`config.mk`:
```
export PLATFORM = sky130hd
export DESIGN_NAME = input_sequencer
export DESIGN_NICKNAME = d
export VERILOG_FILES = /design/src/rtl/input_sequencer.sv
export SDC_FILE = /design/constraint.sdc
export NUM_CORES = 1
export LEC_CHECK = 0
export ABC_AREA = 1
export CAP_MARGIN = 25
export CORE_MARGIN = 3
export CORE_UTILIZATION = 50
export DETAILED_ROUTE_END_ITERATION = 8
export PLACE_DENSITY_LB_ADDON = 0.15
export REMOVE_ABC_BUFFERS = 1
export SKIP_CTS_REPAIR_TIMING = 1
export SKIP_LAST_GASP = 1
export SYNTH_ARGS = -nofsm -noshare
export SYNTH_HDL_FRONTEND = slang
export SYNTH_SLANG_ARGS = --single-unit
export TNS_END_PERCENT = 50
```
`constraint.sdc`:
```
create_clock -name clk -period 5.9 [get_ports clk]
set_clock_uncertainty 0.2 [all_clocks]
set_input_delay 0.59 -clock clk [delete_from_list [all_inputs] [get_ports clk]]
set_output_delay 0.59 -clock clk [all_outputs]
set_load 0.005 [all_outputs]
```
`src/rtl/input_sequencer.sv`:
```
// Four-button input sequencer: press detect, hold auto-repeat, round-robin
// arbitration of pending requests into a two-entry command FIFO.
module input_sequencer #(
    parameter int HOLD_DELAY    = 24,
    parameter int REPEAT_PERIOD = 8
) (
    input  logic       clk,
    input  logic       rst_n,
    input  logic [3:0] button,
    output logic       cmd_valid,
    output logic [1:0] cmd_id,
    output logic       cmd_repeat,
    input  logic       cmd_ready,
    output logic [7:0] drop_cnt
);

    // Reload value keeps later repeats REPEAT_PERIOD apart (assumes REPEAT_PERIOD <= HOLD_DELAY).
    localparam logic [7:0] REPEAT_AT = 8'(HOLD_DELAY - 1);
    localparam logic [7:0] RELOAD_AT = 8'(HOLD_DELAY - REPEAT_PERIOD);

    logic [3:0] prev;
    logic [3:0] pending;
    logic [3:0] rep;
    logic       trk_active;
    logic [1:0] owner;
    logic [7:0] hold_cnt;
    logic [1:0] rr_ptr;
    logic       rd_ptr;
    logic [1:0] fifo_cnt;
    logic [2:0] fifo_mem [2];

    logic [3:0] press;
    logic [3:0] repeat_ev;
    logic [3:0] event_v;
    logic [1:0] press_id;
    logic       owner_held;
    logic       pop;
    logic       can_grant;
    logic       grant;
    logic [1:0] grant_id;
    logic [2:0] drop_inc;
    logic       wr_ptr;

    function automatic logic [7:0] sat_add(input logic [7:0] a, input logic [2:0] b);
        logic [8:0] s;
        s = {1'b0, a} + {6'd0, b};
        return s[8] ? 8'hFF : s[7:0];
    endfunction

    always_comb begin
        press      = button & ~prev;
        owner_held = trk_active && button[owner];
        repeat_ev  = 4'd0;
        if (owner_held && hold_cnt == REPEAT_AT)
            repeat_ev[owner] = 1'b1;
        event_v = press | repeat_ev;

        press_id = 2'd0;
        for (int i = 3; i >= 0; i--)
            if (press[i]) press_id = 2'(i);

        pop       = (fifo_cnt != 2'd0) && cmd_ready;
        can_grant = (fifo_cnt < 2'd2) || pop;

        // Scan downward so the pending id nearest to rr_ptr is the last one written.
        grant    = 1'b0;
        grant_id = rr_ptr;
        for (int j = 3; j >= 0; j--) begin
            if (can_grant && pending[2'(rr_ptr + 2'(j))]) begin
                grant    = 1'b1;
                grant_id = 2'(rr_ptr + 2'(j));
            end
        end

        drop_inc = 3'd0;
        for (int i = 0; i < 4; i++)
            if (event_v[i] && pending[i] && !(grant && grant_id == 2'(i)))
                drop_inc = drop_inc + 3'd1;
    end

    assign wr_ptr = rd_ptr ^ fifo_cnt[0];

    always_ff @(posedge clk or negedge rst_n) begin
        if (!rst_n) begin
            prev       <= 4'd0;
            pending    <= 4'd0;
            rep        <= 4'd0;
            trk_active <= 1'b0;
            owner      <= 2'd0;
            hold_cnt   <= 8'd0;
            rr_ptr     <= 2'd0;
            rd_ptr     <= 1'b0;
            fifo_cnt   <= 2'd0;
            drop_cnt   <= 8'd0;
        end else begin
            prev <= button;

            if (|press) begin
                trk_active <= 1'b1;
                owner      <= press_id;
                hold_cnt   <= 8'd0;
            end else if (owner_held) begin
                hold_cnt <= (hold_cnt == REPEAT_AT) ? RELOAD_AT : hold_cnt + 8'd1;
            end else begin
                trk_active <= 1'b0;
            end

            // A fresh event on the granted id keeps it pending with the new kind.
            for (int i = 0; i < 4; i++) begin
                if (event_v[i]) begin
                    pending[i] <= 1'b1;
                    rep[i]     <= ~press[i];
                end else if (grant && grant_id == 2'(i)) begin
                    pending[i] <= 1'b0;
                end
            end

            if (grant)
                rr_ptr <= grant_id + 2'd1;
            if (pop)
                rd_ptr <= ~rd_ptr;
            fifo_cnt <= fifo_cnt + {1'b0, grant} - {1'b0, pop};
            drop_cnt <= sat_add(drop_cnt, drop_inc);
        end
    end

    always_ff @(posedge clk) begin
        if (grant)
            fifo_mem[wr_ptr] <= {grant_id, rep[grant_id]};
    end

    assign cmd_valid  = (fifo_cnt != 2'd0);
    assign cmd_id     = cmd_valid ? fifo_mem[rd_ptr][2:1] : 2'd0;
    assign cmd_repeat = cmd_valid && fifo_mem[rd_ptr][0];

endmodule

```
==> results of run 1 <==
==> power by group through the flow <==
stage | sequential (uW) | clock (uW) | combinational [uW]
2_1_floorplan | 478 | 0 | 649
3_3_place_gp | 491 | 0 | 864
3_5_place_dp | 492 | 0 | 874
4_1_cts | 487 | 241 | 883
5_1_grt | 502 | 252 | 1010
6_report | 486 | 232 | 874
==> kinds of logic after synthesis <==
group / Yosys count / share of synthesized area [%]
xor+xnor: 9 / 3.12
buf+inv: 69 / 10.7
simple gates: 155 / 29.4
compound gates: 33 / 7.29
flops: 42 / 42.8
fa+ha+maj: 13 / 6.74
==> worst max-delay path, delay by kind of cell <==
kind / cells / cell delay (ns)
AND/OR/NAND/NOR: 17 / 2.17
adder cells (fa/ha/maj): 4 / 1.20
AO/OA/AOI/OAI: 1 / 0.13
buffers and inverters: 7 / 0.77
==> cell type report <==
type                            instances  area (sq um)  share of cell area [%]
Clock buffer                            7          86.3                    2.99
Clock inverter                          1          30.0                    1.04
Inverter                               67           254                    8.81
Multi-Input combinational cell        210          1170                    40.7
Sequential cell                        42          1080                    37.5
Tap cell                               67          83.8                    2.91
Timing Repair Buffer                   18           175                    6.07
==> sequential cells by signal (all words and copies together), names as in the netlist <==
signal      cells
hold_cnt        8
owner           2
rep             4
pending         4
trk_active      1
rd_ptr          1
fifo_cnt        2
prev            4
rr_ptr          2
drop_cnt        8
fifo_mem        6
==> cells in the mapped netlist (all sizes together) <==
master | n | area share, %
xor2 | 6 | 2.1
and2 | 1 | 0.25
nor3 | 4 | 0.79
nand4 | 3 | 0.74
a21oi | 11 | 2.2
or2 | 1 | 0.25
nand2 | 81 | 14
o21ai | 14 | 2.9
ha | 12 | 5.9
o211ai | 1 | 0.30
nor2 | 30 | 5.0
nand3b | 1 | 0.30
o21bai | 1 | 0.30
o22ai | 5 | 1.2
dfrtp | 36 | 36
buf | 1 | 0.45
edfxtp | 6 | 7.1
inv | 67 | 10
fa | 1 | 0.79
o32ai | 1 | 0.35
nor4 | 2 | 0.50
clkbuf | 1 | 0.15
nand3 | 32 | 7.7
xnor2 | 3 | 1.0
==> per-layer routing <==
layer / track usage (%) / vias up / share of wire (%)
met5: 0 / - / 0
met4: 4.27 / 0 / 1.0
met3: 3.64 / 5 / 2.8
met2: 30.6 / 21 / 48
met1: 22.1 / 902 / 48
li1: - / 1053 / -
==> through the flow <==
stage	utilization [%]	power (uW)	hold slack, ns	cells	setup WS, ns
6_report	60.3	1590	0.178	412	1.04
5_1_grt	60.3	1760	0.237	412	0.537
4_1_cts	60.3	1610	0.206	412	1.03
3_5_place_dp	57.8	1370	0.295	404	0.772
3_3_place_gp	57.8	1360	0.286	404	0.977
2_1_floorplan	-	1130	0.0944	319	1.72
==> worst min path at each step <==
stage	startpoint	endpoint	slack, ns	cells after the start
after floorplan	rst_n	drop_cnt[0]$_DFF_PN0_	0.09	0
after global placement	prev[2]$_DFF_PN0_	rep[2]$_DFFE_PN0N_	0.29	2
after detailed placement	pending[3]$_DFFE_PN0P_	pending[3]$_DFFE_PN0P_	0.30	2
after CTS	rst_n	fifo_cnt[0]$_DFF_PN0_	0.21	1
after global routing	rst_n	fifo_cnt[0]$_DFF_PN0_	0.24	1
final	rst_n	hold_cnt[5]$_DFFE_PN0P_	0.18	1
==> metrics.md, run 1 <==
| Metric | Value |
|---|---|
| Synth warnings | 0 |
| Critical path required time | 5.91 ns |
| Synthesized instance count | 321 |
| Post-DR vias/cell | slightly below 5 |
| Initial Utilization | 52.7% |
| Yosys cell types | 33 |
| Gp weighted congestion | 0.812 |
| Leak | about 0.0015 uW |
| Worst path arrival time | just under 5 ns |
| DR iter-0 viols | 79 |
| DR vias | 1981 |
| Status | finished clean |
| Full die area | 0.00594 sq mm |
| TritonCTS clock tree | built |
| Reg-to-reg critical path startpoint | rr_ptr[0]$_DFFE_PN0P_ |
| CP Capture Type | flip-flop |
| Fin crit share | between 80% and 90% |
| Port Buffers | 18 |
| Area of placed instances | 0.00277 sq mm |
| Max-slew headroom | a little under half |
| Clk buf depth | 2 |
| Comb power frac | 54.9% |
| Fmax | approximately 210 MHz |
| Vias in the first global route | just under 2000 |
| Sw Share | 44.1% |
| CP Launch Point | cmd_ready |
| Min Clock Period, post-route | 4.86 ns |
| PwrDens | 552 mW/mm^2 |
| Die Width | 77.0 microns |
| Diode count | 0 |
| R2r worst-path depth | 30 |
| Worst reg2reg setup slack | 1.13 ns |
| Slowest cell on the critical path | clkdlybuf4s50_1 |
| R2r endpoint | drop_cnt[3]$_DFF_PN0_ |
| Hold Crit Class | in -> async |
| Final ANT Viol Nets | 0 |
| Num CTS Buffers | 5 |
| GR Overflow Total | 0 |
| Final setup fails | 0 |
| Pin count of the biggest net entering global routing | 37 |
| Average wire per standard cell | about 11 microns |
| Total track usage | between 10% and 20% |
| Internal power | 891 uW |
| Clock latency on the worst-skew pair | 0.29 ns |
| Die Height | 77.0 microns |
| Fillcell total | about 440 |
| Worst setup SP type | input pin |
| Reg power frac | between 30% and 40% |
| Post-route cell area | ~0.0029 sq mm |
| Core area | ~0.0048 sq mm |
| Clk pin slew, worst setup/hold paths | about 0.070 ns |
| CTS H-tree depth | 2 |
| CP max stage delay | 0.45 ns |
| Routed WL | 4.57 mm |
| # nets final | 364 |
| CP most frequent cell | nand2_1 |
| Worst-margin pin slew | 0.790 ns |
| RSZ-0062 raised after global routing | no |
| Leading cell type in the layout, fill and taps excluded | nand2_1 |
| Clock power share | 14.6% |
| DRC viols | 0 |
| Max-cap violations | 0 |
| Drt pass-1 iters | 4 |
| Post-synth design cell area | 0.00252 sq mm |
| Layout cells sized above 1 | 10.7% |
| First-pass GRT wire length | 8.59 mm |
| # IOs | 19 |
| Root Driver | clkbuf_8 |
| Mean Syn Cell Area | 7.86 sq um |
| Crit Path Max Fanout | 8 |
| Sequential area share after synthesis | 42.8% |
| Sw Pwr | between 700 and 800 uW |
| Area grow syn2layout | 14.3% |
| Critical Path Sink | drop_cnt[3]$_DFF_PN0_ |
| Worst IR Drop VDD | 0.264 mV |
| Final Hold Viols | 0 |
| Max Slew Vio Count | 0 |
| Final TNS setup | 0 ns |
| Critical setup path kind | in -> reg |
| Clock sink total | 42 |
| DP Wirelength | about 3.5 mm |
| Row cnt | 25 |
| Antenna violations before repair | 0 |
| Most frequent cells in the layout | nand2_1 (69), inv_1 (59), dfrtp_1 (36) |
| Yosys reg bits | 42 |
Note: power is estimated with default switching activity, not from simulation.
==> run 2: changes to the inputs <==
==> constraint.sdc (replaced) <==
create_clock -name clk -period 4.9 [get_ports clk]
set_clock_uncertainty 0.2 [all_clocks]
set_input_delay 0.49 -clock clk [delete_from_list [all_inputs] [get_ports clk]]
set_output_delay 0.49 -clock clk [all_outputs]
set_load 0.005 [all_outputs]
==> run 2 against run 1 <==
Effect of this change:
- combinational power rose by 22%
- final area is 0.56% lower
- via count grew 0.20%
- global-route usage is 0.49 points lower
- count of clock-buffer cells in the layout is 1 lower
- register-to-register slack worse by 0.63 ns
- critical path depth stayed put
- first-iteration DRC count rose by 51%
- die area unchanged
- flip-flop and latch count stayed put
- worst hold slack got worse by 0.098 ns
==> metrics.md, run 2 (synthesized netlist as in run 1, its figures left out) <==
| Metric | Value |
|---|---|
| Internal power | 1020 uW |
| Reg power frac | 31.3% |
| Layout cells sized above 1 | 11.6% |
| PnR worst setup slack | 0.454 ns |
| Fmax | 225 MHz |
| Pin count of the biggest net entering global routing | 37 |
| Final TNS setup | 0 ns |
| # IOs | 19 |
| Sw Pwr | 859 uW |
| Largest delay share family, worst path | simple AND/OR/NAND/NOR gates |
| Max-cap violations | 0 |
| Total track usage | 17.0% |
| DR vias | 1985 |
| Clk buf depth | 2 |
| # nets final | 365 |
| Critical path required time | 4.91 ns |
| CP Capture Type | flip-flop |
| Initial Utilization | 52.7% |
| RSZ-0062 raised after global routing | no |
| Vias in the first global route | 1942 |
| Worst setup SP type | input pin |
| PwrDens | 656 mW/mm^2 |
| TritonCTS clock tree | built |
| Final setup fails | 0 |
| WP buf/inv | 7 |
| DP Wirelength | 3.54 mm |
| Port Buffers | 18 |
| Final ANT Viol Nets | 0 |
| Critical setup path kind | in -> reg |
| Average wire per standard cell | 11.1 microns |
| CP max stage delay | approximately 0.45 ns |
| Num CTS Buffers | 5 |
| DRC viols | 0 |
| Clock sink total | 42 |
| GR Overflow Total | 0 |
| Leak | 0.00144 uW |
| Sw Share | 45.7% |
| DR iter-0 viols | 119 |
| Crit Path Max Fanout | 7 |
| Worst-margin pin slew | 0.803 ns |
| Clock power share | 11.6% |
| First-pass GRT wire length | roughly 8.3 mm |
| Row cnt | 25 |
| Diode count | 0 |
| Setup WS pre-CTS | approximately 0.0079 ns |
| Final Hold Viols | 0 |
| Full die area | 0.00594 sq mm |
| Clk pin slew, worst setup/hold paths | roughly 0.08 ns |
| Drt pass-1 iters | 4 |
| Gp weighted congestion | 0.819 |
| CTS H-tree depth | 2 |
| Comb power frac | a little under three fifths |
| Antenna violations before repair | 0 |
| Post-DR vias/cell | 4.81 |
| Most frequent cells in the layout | nand2_1 (69), inv_1 (59), dfrtp_1 (35) |
| Area of placed instances | 0.00278 sq mm |
| Hold Crit Class | in -> async |
| Root Driver | clkbuf_8 |
| Clock latency on the worst-skew pair | 0.29 ns |
| Max Slew Vio Count | 0 |
| Status | finished clean |
| Max-slew headroom | 46.5% |
| Worst path arrival time | 4.46 ns |
| Core area | ~0.0048 sq mm |
| Post-route cell area | 0.00287 sq mm |
| Top flop regs | drop_cnt (8), hold_cnt (8), fifo_mem (6) |
| Worst IR Drop VDD | 0.305 mV |
| Slowest cell on the critical path | clkdlybuf4s50_1 |
| WHS | slightly above 0.08 ns |
| Min Clock Period, post-route | between 4 and 5 ns |
| CP most frequent cell | nand2_1 |
| Area grow syn2layout | 13.6% |
| Routed WL | 4.58 mm |
| Die Height | 77.0 microns |
| Die Width | 77.0 microns |
| Fin crit share | between 90% and 100% |
| Leading cell type in the layout, fill and taps excluded | nand2_1 |
-- run 2: layer usage --
| layer | vias to the layer above | routed length, microns | global-route usage, % |
|---|---|---|---|
| li1 | 1057 | - | - |
| met1 | 894 | 2210 | 22.1 |
| met2 | 28 | 2170 | 28.4 |
| met3 | 6 | 140 | 3.52 |
| met5 | - | 0 | 0 |
| met4 | 0 | 65 | 5.34 |
-- run 2: path summary, 6_finish.rpt --
path,start,cells after the start,endpoint,slack (ns)
worst max-delay path,cmd_ready,29,drop_cnt[2]$_DFF_PN0_,0.45
worst min-delay path,rst_n,1,hold_cnt[6]$_DFFE_PN0P_,0.08
worst max register to register,rr_ptr[0]$_DFFE_PN0P_,29,drop_cnt[2]$_DFF_PN0_,0.50
min in group clk,rep[3]$_DFFE_PN0N_,2,rep[3]$_DFFE_PN0N_,0.32
worst min register to register,rep[3]$_DFFE_PN0N_,2,rep[3]$_DFFE_PN0N_,0.32
max in group asynchronous,rst_n,1,rr_ptr[0]$_DFFE_PN0P_,3.86
-- run 2: layout make-up --
class / instances / area [sq um]
Fill cell: 447 / 1920
Multi-Input combinational cell: 210 / 1180
Sequential cell: 42 / 1080
Inverter: 67 / 254
Timing Repair Buffer: 19 / 183
Tap cell: 67 / 83.8
Clock buffer: 6 / 72.6
Clock inverter: 2 / 13.8
-- run 2: worst reg2reg max path: cells and delay by family, from the launching register on --
kind,cells,cell delay [ns]
simple gates,18,1.96
fa+ha+maj,4,1.15
flops,1,0.49
buf+inv,6,0.39
compound gates,1,0.13
-- run 2: through the flow --
step,cells,total power [uW],utilization (%)
detailed placement,405,1670,58.0
finish,413,1880,59.9
CTS,413,1900,59.8
global placement,405,1650,58.0
global route,413,2080,59.9
floorplan,319,1360,-
-- run 2: power groups by stage --
| stage | clock network (uW) | registers (uW) | logic (uW) |
|---|---|---|---|
| floorplan | 0 | 576 | 781 |
| global placement | 0 | 592 | 1050 |
| finish | 219 | 590 | 1070 |
| CTS | 226 | 587 | 1080 |
| global route | 246 | 605 | 1230 |
| detailed placement | 0 | 594 | 1070 |
==> run 3: changes to the inputs <==
--- a/config.mk
+++ b/config.mk
@@ -9,6 +9,7 @@
 export CAP_MARGIN = 25
 export CORE_MARGIN = 3
 export CORE_UTILIZATION = 50
+export CTS_CLUSTER_DIAMETER = 40
 export DETAILED_ROUTE_END_ITERATION = 8
 export PLACE_DENSITY_LB_ADDON = 0.15
 export REMOVE_ABC_BUFFERS = 1
==> results of run 3 <==
The final DEF is identical to that of run 2; final timing and power are the same.
